File: config.mk
export PLATFORM = sky130hd
export DESIGN_NAME = rx_lane_scheduler
export DESIGN_NICKNAME = d
export VERILOG_FILES = /design/src/rtl/rx_lane_scheduler.sv
export SDC_FILE = /design/constraint.sdc
export NUM_CORES = 1
export LEC_CHECK = 0
export CORE_MARGIN = 4
export CORE_UTILIZATION = 40
export DETAILED_ROUTE_END_ITERATION = 7
export PLACE_DENSITY = 0.66
export SLEW_MARGIN = 20
export SYNTH_ARGS = -nofsm -noshare
export SYNTH_HDL_FRONTEND = slang
export SYNTH_SLANG_ARGS = --single-unit
export TNS_END_PERCENT = 5
File: constraint.sdc
create_clock -name clk_4f -period 5.21 [get_ports clk_4f]
set_clock_uncertainty 0.2 [all_clocks]
set_input_delay 1.042 -clock clk_4f [delete_from_list [all_inputs] [get_ports clk_4f]]
set_output_delay 1.042 -clock clk_4f [all_outputs]
set_load 0.005 [all_outputs]
File: src/rtl/rx_lane_scheduler.sv
// rtl/rx_lane_scheduler.sv - two-lane receive aligner, buffer and byte re-interleaver
// Lane FIFOs are combinational-read so data_out follows registered FIFO state only.

module rx_lane_fifo #(
  parameter int DEPTH = 4
) (
  input  logic       clk_4f,
  input  logic       reset,
  input  logic       flush_i,
  input  logic       push_i,
  input  logic [7:0] data_i,
  input  logic       pop_i,
  output logic [7:0] head_o,
  output logic       full_o,
  output logic       empty_o
);
  localparam int AW = $clog2(DEPTH);
  localparam logic [AW:0] FULL_CNT = (AW+1)'(DEPTH);

  logic [7:0]    mem_q [DEPTH];
  logic [AW-1:0] wr_q;
  logic [AW-1:0] rd_q;
  logic [AW:0]   cnt_q;

  // Caller never pushes into a full FIFO without a matching pop; when full,
  // wr_q == rd_q and the old head has already been read out combinationally.
  always_ff @(posedge clk_4f) begin
    if (push_i && !flush_i) begin
      mem_q[wr_q] <= data_i;
    end
  end

  always_ff @(posedge clk_4f) begin
    if (!reset || flush_i) begin
      wr_q  <= '0;
      rd_q  <= '0;
      cnt_q <= '0;
    end else begin
      if (push_i) wr_q <= wr_q + 1'b1;
      if (pop_i)  rd_q <= rd_q + 1'b1;
      case ({push_i, pop_i})
        2'b10:   cnt_q <= cnt_q + 1'b1;
        2'b01:   cnt_q <= cnt_q - 1'b1;
        default: cnt_q <= cnt_q;
      endcase
    end
  end

  assign head_o  = mem_q[rd_q];
  assign full_o  = (cnt_q == FULL_CNT);
  assign empty_o = (cnt_q == '0);
endmodule

module rx_lane_scheduler #(
  parameter int DEPTH         = 4,
  parameter int ALIGN_TIMEOUT = 64
) (
  input  logic        clk_4f,
  input  logic        reset,
  input  logic [7:0]  lane0_data,
  input  logic [7:0]  lane1_data,
  input  logic        lane0_valid,
  input  logic        lane1_valid,
  input  logic        lane0_active,
  input  logic        lane1_active,
  input  logic        ready_in,
  output logic [7:0]  data_out,
  output logic        valid_out,
  output logic        link_up,
  output logic [1:0]  state,
  output logic        overflow_err,
  output logic        timeout_err,
  output logic [15:0] byte_cnt
);
  localparam int TW = $clog2(ALIGN_TIMEOUT + 1);
  localparam logic [TW-1:0] TIMEOUT_V = TW'(ALIGN_TIMEOUT);

  typedef enum logic [1:0] {
    ST_IDLE  = 2'd0,
    ST_ALIGN = 2'd1,
    ST_RUN   = 2'd2,
    ST_ERR   = 2'd3
  } state_t;

  state_t        state_q, state_d;
  logic          nxt_q, nxt_d;
  logic [TW-1:0] timer_q, timer_d;
  logic [15:0]   byte_cnt_q, byte_cnt_d;
  logic          overflow_q, overflow_d;
  logic          timeout_q, timeout_d;
  logic          link_up_q;

  logic       both_active, any_active, in_run, in_align;
  logic       align_hit, xfer, pop0, pop1, push0, push1, ovf0, ovf1, flush;
  logic [7:0] head0, head1;
  logic       full0, full1, empty0, empty1;
  logic [TW-1:0] timer_inc;

  assign both_active = lane0_active && lane1_active;
  assign any_active  = lane0_active || lane1_active;
  assign in_run      = (state_q == ST_RUN);
  assign in_align    = (state_q == ST_ALIGN);
  assign timer_inc   = timer_q + 1'b1;

  assign valid_out = in_run && (nxt_q ? !empty1 : !empty0);
  assign data_out  = valid_out ? (nxt_q ? head1 : head0) : 8'h00;
  assign xfer      = valid_out && ready_in;
  assign pop0      = xfer && !nxt_q;
  assign pop1      = xfer && nxt_q;

  assign align_hit = in_align && both_active && lane0_valid && lane1_valid;
  assign push0     = align_hit || (in_run && lane0_valid);
  assign push1     = align_hit || (in_run && lane1_valid);
  assign ovf0      = in_run && lane0_valid && full0 && !pop0;
  assign ovf1      = in_run && lane1_valid && full1 && !pop1;

  // Flush on the edge that leaves RUN so valid_out is low right after it.
  assign flush = (state_q == ST_IDLE) || (state_q == ST_ERR) ||
                 (in_run && (!both_active || ovf0 || ovf1));

  rx_lane_fifo #(.DEPTH(DEPTH)) u_fifo0 (
    .clk_4f  (clk_4f),
    .reset   (reset),
    .flush_i (flush),
    .push_i  (push0),
    .data_i  (lane0_data),
    .pop_i   (pop0),
    .head_o  (head0),
    .full_o  (full0),
    .empty_o (empty0)
  );

  rx_lane_fifo #(.DEPTH(DEPTH)) u_fifo1 (
    .clk_4f  (clk_4f),
    .reset   (reset),
    .flush_i (flush),
    .push_i  (push1),
    .data_i  (lane1_data),
    .pop_i   (pop1),
    .head_o  (head1),
    .full_o  (full1),
    .empty_o (empty1)
  );

  always_comb begin
    state_d    = state_q;
    nxt_d      = nxt_q;
    timer_d    = timer_q;
    byte_cnt_d = xfer ? byte_cnt_q + 16'd1 : byte_cnt_q;
    overflow_d = overflow_q;
    timeout_d  = timeout_q;
    case (state_q)
      ST_IDLE: begin
        timer_d = '0;
        nxt_d   = 1'b0;
        if (both_active) state_d = ST_ALIGN;
      end
      ST_ALIGN: begin
        timer_d = timer_inc;
        nxt_d   = 1'b0;
        // Lane drop wins over alignment, alignment wins over timeout.
        if (!both_active) begin
          state_d = ST_IDLE;
        end else if (lane0_valid && lane1_valid) begin
          state_d = ST_RUN;
        end else if (timer_inc == TIMEOUT_V) begin
          timeout_d = 1'b1;
          state_d   = ST_ERR;
        end
      end
      ST_RUN: begin
        if (!both_active) begin
          state_d = ST_IDLE;
          nxt_d   = 1'b0;
        end else if (ovf0 || ovf1) begin
          overflow_d = 1'b1;
          state_d    = ST_ERR;
          nxt_d      = 1'b0;
        end else if (xfer) begin
          nxt_d = !nxt_q;
        end
      end
      ST_ERR: begin
        nxt_d = 1'b0;
        if (!any_active) state_d = ST_IDLE;
      end
      default: state_d = ST_IDLE;
    endcase
  end

  always_ff @(posedge clk_4f) begin
    if (!reset) begin
      state_q    <= ST_IDLE;
      nxt_q      <= 1'b0;
      timer_q    <= '0;
      byte_cnt_q <= '0;
      overflow_q <= 1'b0;
      timeout_q  <= 1'b0;
      link_up_q  <= 1'b0;
    end else begin
      state_q    <= state_d;
      nxt_q      <= nxt_d;
      timer_q    <= timer_d;
      byte_cnt_q <= byte_cnt_d;
      overflow_q <= overflow_d;
      timeout_q  <= timeout_d;
      link_up_q  <= (state_d == ST_RUN);
    end
  end

  assign link_up      = link_up_q;
  assign state        = state_q;
  assign overflow_err = overflow_q;
  assign timeout_err  = timeout_q;
  assign byte_cnt     = byte_cnt_q;
endmodule

# Yosys cells after proc, flatten, opt, wreduce, memory -nomap -nowiden

Memory sizes are Yosys's and may differ from the RTL's. A register that Yosys moved wholly into a read port is not among the register bits.
Index checks and enable logic that the tools add are counted.

Add/subtract/negate cells: 10
Equal/unequal tests: 12
Mux-type cells: 26
Bitwise operators: 1
Reduce and logical (&&, ||, !) cells: 44

Operator list:

| operator                | count |
|---|---|
| $mux W2                 | 11 |
| $logic_and A1 B1 Y1     | 18 |
| $add A16 B1 Y16 const B | 1 |
| $mux W8                 | 2 |
| $pmux W7 S2             | 1 |
| $pmux W3 S2             | 2 |
| $eq A2 B2 Y1 const B    | 5 |
| $logic_or A1 B1 Y1      | 9 |
| $add A2 B1 Y2 const B   | 4 |
| $logic_not A1 Y1        | 8 |
| $mux W1                 | 8 |
| $pmux W2 S4             | 1 |
| $add A7 B1 Y7 const B   | 1 |
| $eq A7 B7 Y1 const B    | 1 |
| $add A3 B1 Y3 const B   | 2 |
| $eq A2 B1 Y1 const B    | 3 |
| $eq A3 B3 Y1 const B    | 2 |
| $logic_not A3 Y1        | 2 |
| $reduce_bool A2 Y1      | 3 |
| $sub A3 B1 Y3 const B   | 2 |
| $ne A4 B2 Y1 const B    | 1 |
| $reduce_and A4 Y1       | 1 |
| $reduce_and A3 Y1       | 1 |
| $reduce_or A3 Y1        | 1 |
| 3 further kinds         | 3 |

Bits in registers: 43
RAM bits: 64
Output and inout bits: 30
Word-level logic and storage cells: 108
Memories kept: 2

Memory list:

| name          | depth | width | rd ports | clocked after memory_dff | write ports | line | text |
|---|---|---|---|---|---|---|---|
| u_fifo0.mem_q | 4     | 8     | 1        | 1                        | 1           | 20   | `logic [7:0] mem_q [DEPTH];` |
| u_fifo1.mem_q | 4     | 8     | 1        | 1                        | 1           | 20   |  |

# Longest topological paths before layout

Gate-level depths: netlist of the first run.

Depth in word-level cells: 16
Depth in mapped cells: 12
Gate-level depth less buffers: 12

# Modules after synthesis

Synthesis of the first run repeated with hierarchy kept, for this count alone.

Cell total of the unflattened synthesis: 400
Area total of the unflattened synthesis: 4932.2 µm²

Modules (own cells, without submodules):

| module            | instances | cells an instance | area an instance (µm²) | seq. area each (µm²) |
|---|---|---|---|---|
| rx_lane_fifo      | 2         | 91                | 1601.5                 | 1141.1 |
| rx_lane_scheduler | 1         | 218               | 1729.2                 | 580.6 |

# Worst setup path before layout of the first run

No wires, ideal clock.

Path kind: input -> register
Start point: in ready_in
End point: mem u_fifo1.mem_q[0][0], enable pin
Library setup time: 383 ps
Arrival: 2669 ps
Data required time: 4627 ps
Setup slack: 1958 ps
Stages: 6
Buffers on the path: 1
Cell sequence: inv_1 -> nor3_4 -> a31oi_1 -> o21a_2 -> buf_6 -> nor3_1

Longest elaborated chain between the ends: 12
Elaborated cells between the ends (all ways): 15
Those cells by class: mux: 2; reduce/logical: 13

RTL lines:

| what                              | line | text |
|---|---|---|
| from (decl)                       | 66   | `input logic ready_in,` |
| $logic_and A1 B1 Y1 (*)           | 107  | `assign xfer = valid_out && ready_in;` |
| $logic_and A1 B1 Y1               | 108  | `assign pop0 = xfer && !nxt_q;` |
| $logic_not A1 Y1                  | 114  | `assign ovf0 = in_run && lane0_valid && full0 && !pop0;` |
| $logic_and A1 B1 Y1               | 114  |  |
| $logic_or A1 B1 Y1                | 119  | `(in_run && (!both_active \|\| ovf0 \|\| ovf1));` |
| $logic_or A1 B1 Y1 (*)            | 119  |  |
| $logic_and A1 B1 Y1 (*)           | 119  |  |
| $logic_or A1 B1 Y1 (*)            | 118  | `assign flush = (state_q == ST_IDLE) \|\| (state_q == ST_ERR) \|\|` |
| $logic_not A1 Y1 (*)              | 28   | `if (push_i && !flush_i) begin` |
| $logic_and A1 B1 Y1 (*)           | 28   |  |
| $mux W1 (*)                       | 28   |  |
| $mux W1 (not written as such) (*) | 29   | `mem_q[wr_q] <= data_i;` |
| to (decl)                         | 20   |  |

Every way passes the cells marked *; elsewhere a longest branch is shown, timed or not.

# Final worst setup path of the first run

Start point: reg nxt_q
End point: out data_out[3]

Longest elaborated chain between the ends: 3
Elaborated cells between the ends (all ways): 4
Those cells by class: mux: 3; reduce/logical: 1

RTL lines:

| what                   | line | text |
|---|---|---|
| from (decl)            | 86   | `logic nxt_q, nxt_d;` |
| from (signal assigned) | 202  | `nxt_q <= nxt_d;` |
| $mux W1                | 105  | `assign valid_out = in_run && (nxt_q ? !empty1 : !empty0);` |
| $logic_and A1 B1 Y1    | 105  |  |
| $mux W8 (*)            | 106  | `assign data_out = valid_out ? (nxt_q ? head1 : head0) : 8'h00;` |
| to (decl)              | 67   | `output logic [7:0] data_out,` |

Marked as above.

==> impl_metrics.py, run 1 <==
metrics = {
    "clock_network": {
        "cts_buffers": 9,
        "ctsRootBufferMaster": "clkbuf_16",
        "cts_tree": "yes",
        "ctsHoldBuffers": 0,
        "cts_resized": 0,
        "htreeDepth": 3,
        "clock_sink_count": 111,
        "cts_max_path_buffers": 2,
        "clk_pin_slew_worst_paths_ps": 80,
        "post_cts_buffers": 0,
        "clock_latency_ps": 360,
    },
    "placement": {
        "gp_congestion": 0.805,
        "io_buffers": 52,
        "post-place-cells": 598,
        "detailed_place_hpwl_um": 7120,
    },
    "global_routing": {
        "grt_pass1_wl_um": 16400,
        "grt_overflow_total": 0,
        "grt_pass1_vias": 3126,
        "antenna_found_initial": 0,
        "grt_max_degree": 27,
        "grt.total_usage_pct": 14.6,
    },
    "logic_synthesis": {
        "synth.top_cells.by_area": "edfxtp_1, dfxtp_1, mux4_2, ha_1, xor2_1",
        "syn_avg_cell_area_um2": 12.8,
        "yosysWarnings": 0,
        "synth_flop_cell": "edfxtp_1",
        "syn_area_mm2": 0.00499,
        "synth_common_cells": "edfxtp_1, dfxtp_1, nor2_1, nor3_1",
        "synth-edff-count": 64,
        "synth_cell_types": 53,
        "synth_cells": 390,
        "yosysMostFrequentCell": "edfxtp_1",
        "syn_nets": 431,
        "synth_top_cell_by_area": "edfxtp_1",
        "async_flop_share_pct": 0,
        "ys_seq_area_share_pct": 57.4,
        "synth_top_area_share_pct": 38.5,
        "ys_ff_latch": 111,
    },
    "routing": {
        "drc": 0,
        "wl_um": 9890,
        "drt_pass1_iterations": 4,
        "dr.first_iter.drc_count": 176,
        "route.vias.total": 3120,
        "routed_via_density": 5.08,
        "antenna_left": 0,
        "wl_per_cell_um": 16.1,
    },
    "die": {
        "coreArea_mm2": 0.0121,
        "io_pins": 53,
        "rows": 40,
        "start_util_pct": 41.2,
        "die_x_um": 120,
        "fp.dieH_um": 120,
        "die_area_mm2": 0.0143,
    },
    "sta": {
        "fin_tns_setup_ps": 0,
        "slew_headroom_pct": 45.5,
        "tightestPinTransition_ps": 816,
        "fmax_mhz": 251,
        "min_period_ps": 3980,
        "drv_slew": 0,
        "rsz0062_at_grt": "no",
        "finalSetupViolCount": 0,
        "whs_ps": 257,
        "period_share_pct": 76.4,
        "final_hold_viol_count": 0,
    },
    "worst_setup_path": {
        "path_class": "reg -> out",
        "crit_required_ps": 3970,
        "reg2reg_setup_slack_ps": 1960,
        "r2r_end": "u_fifo0.mem_q[2][6]$_DFFE_PP_",
        "arrival_ps": 2740,
        "end_kind": "output port",
        "startpoint_type": "flip-flop",
        "reg2reg_depth": 7,
        "r2r-start": "state[0]$_SDFF_PN0_",
        "worstPathMaxFanout": 16,
    },
    "pwr": {
        "switching_power_uw": 496,
        "p_comb_share_pct": 12.6,
        "seqPwrFrac_pct": 51.4,
        "static-leakage-power_nw": 1.97,
        "p_clk_share_pct": 36.1,
        "ir_drop_mv": 0.177,
        "swShare_pct": 26.5,
        "powerDensity_mw_per_mm2": 313,
        "internal_power_mw": 1.38,
    },
    "final_layout": {
        "antenna_cells": 0,
        "drive_gt1_share_pct": 11.9,
        "fin_cells": 614,
        "syn2layout_area_growth_pct": 19.9,
        "layout.nets": 482,
    },
    "min_path": {
        "hold_class": "reg -> reg",
        "hp-start": "timeout_err$_SDFFE_PN0P_",
        "holdPathStages": 2,
        "whs_endpoint": "timeout_err$_SDFFE_PN0P_",
    },
    "run": {
        "cap_violations": 0,
    },
    "status": {
        "status": "finished clean",
    },
}
[cell type report]
cell class                 instances  area, um2
tap                              168        210
inverter                          18       67.6
fill                            1088       6130
clock inverter                     7       67.6
multi-input combinational        242       1980
clock buffer                       9        225
sequential                       111       2860
timing repair buffer              59        573
[flip-flops by register name (all words and copies together), names as in the netlist, 2 cells and up, named ones only]
register,count
u_fifo0.mem_q,32
u_fifo1.mem_q,32
byte_cnt,16
timer_q,7
u_fifo0.cnt_q,3
u_fifo1.cnt_q,3
state,2
u_fifo0.rd_q,2
u_fifo0.wr_q,2
u_fifo1.rd_q,2
u_fifo1.wr_q,2
[metrics by stage]
stage	power [mW]	worst slack [ps]	cell area [um2]	utilization, %
floorplan	1.14	1960	4990	-
global placement	1.21	1150	5690	47.0
detailed placement	1.22	1040	5690	47.0
CTS	1.89	1210	5980	49.4
global route	1.96	1070	5980	49.4
finish	1.87	1230	5980	49.4
[worst max-delay path, cell delays in order (launching register included)]
cell and delay (ps):
dfxtp_1 860, nor4b_2 620, or2_2 350, nor2_1 100, clkdlybuf4s50_1 460
[power groups by stage]
stage               clock, mW  combinational [mW]  sequential (mW)
CTS                     0.693               0.238            0.961
floorplan                   0               0.165            0.977
global placement            0               0.231            0.981
finish                  0.675               0.235            0.961
detailed placement          0               0.237            0.981
global route            0.738               0.262            0.963
[cell usage in the layout (no fill, tap or decap), drive strengths merged, types with 9 or more instances in the layout]
cell type | Yosys | final
edfxtp | 64 | 64
nand2 | 18 | 18
nor3 | 27 | 27
inv | 17 | 21
mux2i | 12 | 12
nand3 | 10 | 10
a21oi | 12 | 12
xor2 | 18 | 18
clkdlybuf4s50 | 0 | 52
ha | 16 | 16
nor2 | 32 | 32
dfxtp | 47 | 47
clkbuf | 12 | 9
mux4 | 16 | 16
[worst max path at each step]
stage	start	to	slack, ps
5_1_grt	nxt_q$_SDFFE_PN0P_	data_out[3]	1070
3_5_place_dp	ready_in	u_fifo0.mem_q[2][0]$_DFFE_PP_	1040
3_3_place_gp	ready_in	u_fifo0.mem_q[2][5]$_DFFE_PP_	1150
4_1_cts	nxt_q$_SDFFE_PN0P_	data_out[3]	1210
2_1_floorplan	ready_in	u_fifo1.mem_q[0][0]$_DFFE_PP_	1960
6_report	nxt_q$_SDFFE_PN0P_	data_out[3]	1230
[cell families (layout without fill, tap and decap cells)]
| group | count (synthesis) | after routing | synth area share [%] |
|---|---|---|---|
| AND/OR/NAND/NOR | 128 | 128 | 14.3 |
| AO/OA/AOI/OAI | 41 | 41 | 5.97 |
| adder cells (fa/ha/maj) | 18 | 18 | 4.81 |
| flip-flops | 111 | 111 | 57.4 |
| buffers and inverters | 37 | 93 | 3.11 |
| multiplexers | 29 | 29 | 9.85 |
| XOR/XNOR | 26 | 26 | 4.56 |
[routing by layer]
layer	share of wire [%]	global-route usage [%]	up-vias
met5	0	0	-
met4	1.5	4.58	0
met3	4.9	4.76	15
met2	47	23.0	64
met1	46	19.1	1497
li1	-	-	1544
No activity file was read; power rests on OpenSTA's default activity.
==> inputs of run 2 (changes only) <==
==> constraint.sdc (replaced) <==
create_clock -name clk_4f -period 3.9 [get_ports clk_4f]
set_clock_uncertainty 0.2 [all_clocks]
set_input_delay 0.78 -clock clk_4f [delete_from_list [all_inputs] [get_ports clk_4f]]
set_output_delay 0.78 -clock clk_4f [all_outputs]
set_load 0.005 [all_outputs]
==> run 2 against run 1 <==
Flip-flop and latch count unchanged. Total power up 32%. Critical path depth up 1. Count of clock-buffer cells in the layout unchanged. Non-clock buffer count up 4. Wire length up 0.14%. Worst hold slack about the same. Combinational power up 37%. Via count up 1.6%. Clock power up 29%. Global-route usage up 0.22 points. Die area unchanged. Highest routed layer unchanged.
==> impl_metrics.py, run 2 (synthesis results as in run 1) <==
metrics = {
    "min_path": {
        "hold_class": "reg -> reg",
    },
    "sta": {
        "fin_tns_setup_ps": 0,
        "rsz0062_at_grt": "no",
        "fmax_mhz": 284,
        "drv_slew": 0,
        "whs_ps": 258,
        "slew_headroom_pct": 47.6,
        "setup_ws_ps": 377,
        "period_share_pct": 90.3,
        "finalSetupViolCount": 0,
        "min_period_ps": 3520,
        "tightestPinTransition_ps": 781,
        "final_hold_viol_count": 0,
    },
    "pwr": {
        "ir_drop_mv": 0.202,
        "powerDensity_mw_per_mm2": 413,
        "p_total_mw": 2.48,
        "static-leakage-power_nw": 1.98,
    },
    "clock_network": {
        "clock_sink_count": 111,
        "ctsRootBufferMaster": "clkbuf_16",
        "htreeDepth": 3,
        "cts_buffers": 9,
        "cts_max_path_buffers": 2,
        "cts_tree": "yes",
        "post_cts_buffers": 0,
        "clk_pin_slew_worst_paths_ps": 70,
        "cts_resized": 0,
        "clock_latency_ps": 350,
        "ctsHoldBuffers": 0,
    },
    "placement": {
        "dp_worst_setup_slack_ps": 444,
        "io_buffers": 52,
        "detailed_place_hpwl_um": 6920,
        "place_area_mm2": 0.00572,
        "gp_congestion": 0.820,
        "post-place-cells": 602,
    },
    "routing": {
        "wl_per_cell_um": 16.0,
        "drt_pass1_iterations": 4,
        "route.vias.total": 3171,
        "dr.first_iter.drc_count": 277,
        "wl_um": 9900,
        "routed_via_density": 5.13,
        "antenna_left": 0,
        "drc": 0,
    },
    "final_layout": {
        "fin_cells": 618,
        "layout.nets": 486,
        "fin_util_pct": 49.5,
        "final_common_cell": "edfxtp_1",
        "antenna_cells": 0,
        "final_cell_mix": "edfxtp_1, clkdlybuf4s50_1, dfxtp_1",
        "syn2layout_area_growth_pct": 20.1,
        "drive_gt1_share_pct": 12.2,
        "stdcell_area_mm2": 0.00600,
    },
    "worst_setup_path": {
        "arrival_ps": 2540,
        "crit_chain": "ha_1 -> o41ai_4 -> or2_2 -> nor2_1 -> clkdlybuf4s50_1",
        "critPathSlowestCell": "clkdlybuf4s50_1",
        "path_delay_family": "simple AND/OR/NAND/NOR gates",
        "end_kind": "output port",
        "max_stage_delay_ps": 520,
        "path_class": "reg -> out",
        "crit_required_ps": 2920,
        "startpoint_type": "flip-flop",
        "crit_buf_inv": 1,
        "worstPathMaxFanout": 9,
    },
    "global_routing": {
        "grt_max_degree": 27,
        "grt_overflow_total": 0,
        "antenna_found_initial": 0,
        "grt_pass1_wl_um": 16600,
        "grt_pass1_vias": 3247,
        "grt.total_usage_pct": 14.8,
    },
    "die": {
        "die_area_mm2": 0.0143,
        "die_x_um": 120,
        "io_pins": 53,
        "fp.dieH_um": 120,
        "rows": 40,
        "coreArea_mm2": 0.0121,
        "start_util_pct": 41.2,
    },
    "run": {
        "cap_violations": 0,
    },
    "status": {
        "status": "finished clean",
    },
}
run 2: cell types whose count changed in the layout (fill, tap and decap cells not counted), sizes merged:
cell / delta
buf: +4
clkinv: -2
clkinvlp: +2
run 2: metal layers:
| metal | track usage, % | vias up | share of wire [%] |
|---|---|---|---|
| li1 | - | 1549 | - |
| met1 | 19.1 | 1543 | 46 |
| met2 | 23.6 | 69 | 47 |
| met3 | 4.81 | 10 | 5.5 |
| met4 | 5.08 | 0 | 1.3 |
| met5 | 0 | - | 0 |
run 2: final cells by class:
type | instances | area [um2]
Multi-Input combinational cell | 242 | 1970
Inverter | 18 | 67.6
Sequential cell | 111 | 2860
Timing Repair Buffer | 63 | 603
Clock inverter | 7 | 53.8
Tap cell | 168 | 210
Fill cell | 1103 | 6120
Clock buffer | 9 | 225
run 2: path summary, 6_finish.rpt:
| check | start | to | slack [ps] | cells past startpoint |
|---|---|---|---|---|
| worst max-delay path | state[1]$_SDFF_PN0_ | data_out[1] | 380 | 5 |
| worst min-delay path | timeout_err$_SDFFE_PN0P_ | timeout_err$_SDFFE_PN0P_ | 260 | 2 |
| worst max register to register | state[1]$_SDFF_PN0_ | u_fifo1.cnt_q[2]$_SDFFE_PP0P_ | 750 | 12 |
| worst min register to register | timeout_err$_SDFFE_PN0P_ | timeout_err$_SDFFE_PN0P_ | 260 | 2 |
run 2: report_power, final:
part | internal [mW] | switching, mW | leakage [nW] | total, mW
Sequential | 1.26 | 0.0223 | 0.954 | 1.28
Clock | 0.441 | 0.429 | 0.131 | 0.869
Combinational | 0.129 | 0.194 | 0.896 | 0.323
Total | 1.83 | 0.645 | 1.98 | 2.48
run 2: tightest hold or removal path: cells and delay by family (launching register included):
kind / cells / cell delay, ps
flops: 1 / 320
buf+inv: 1 / 50
compound gates: 1 / 50
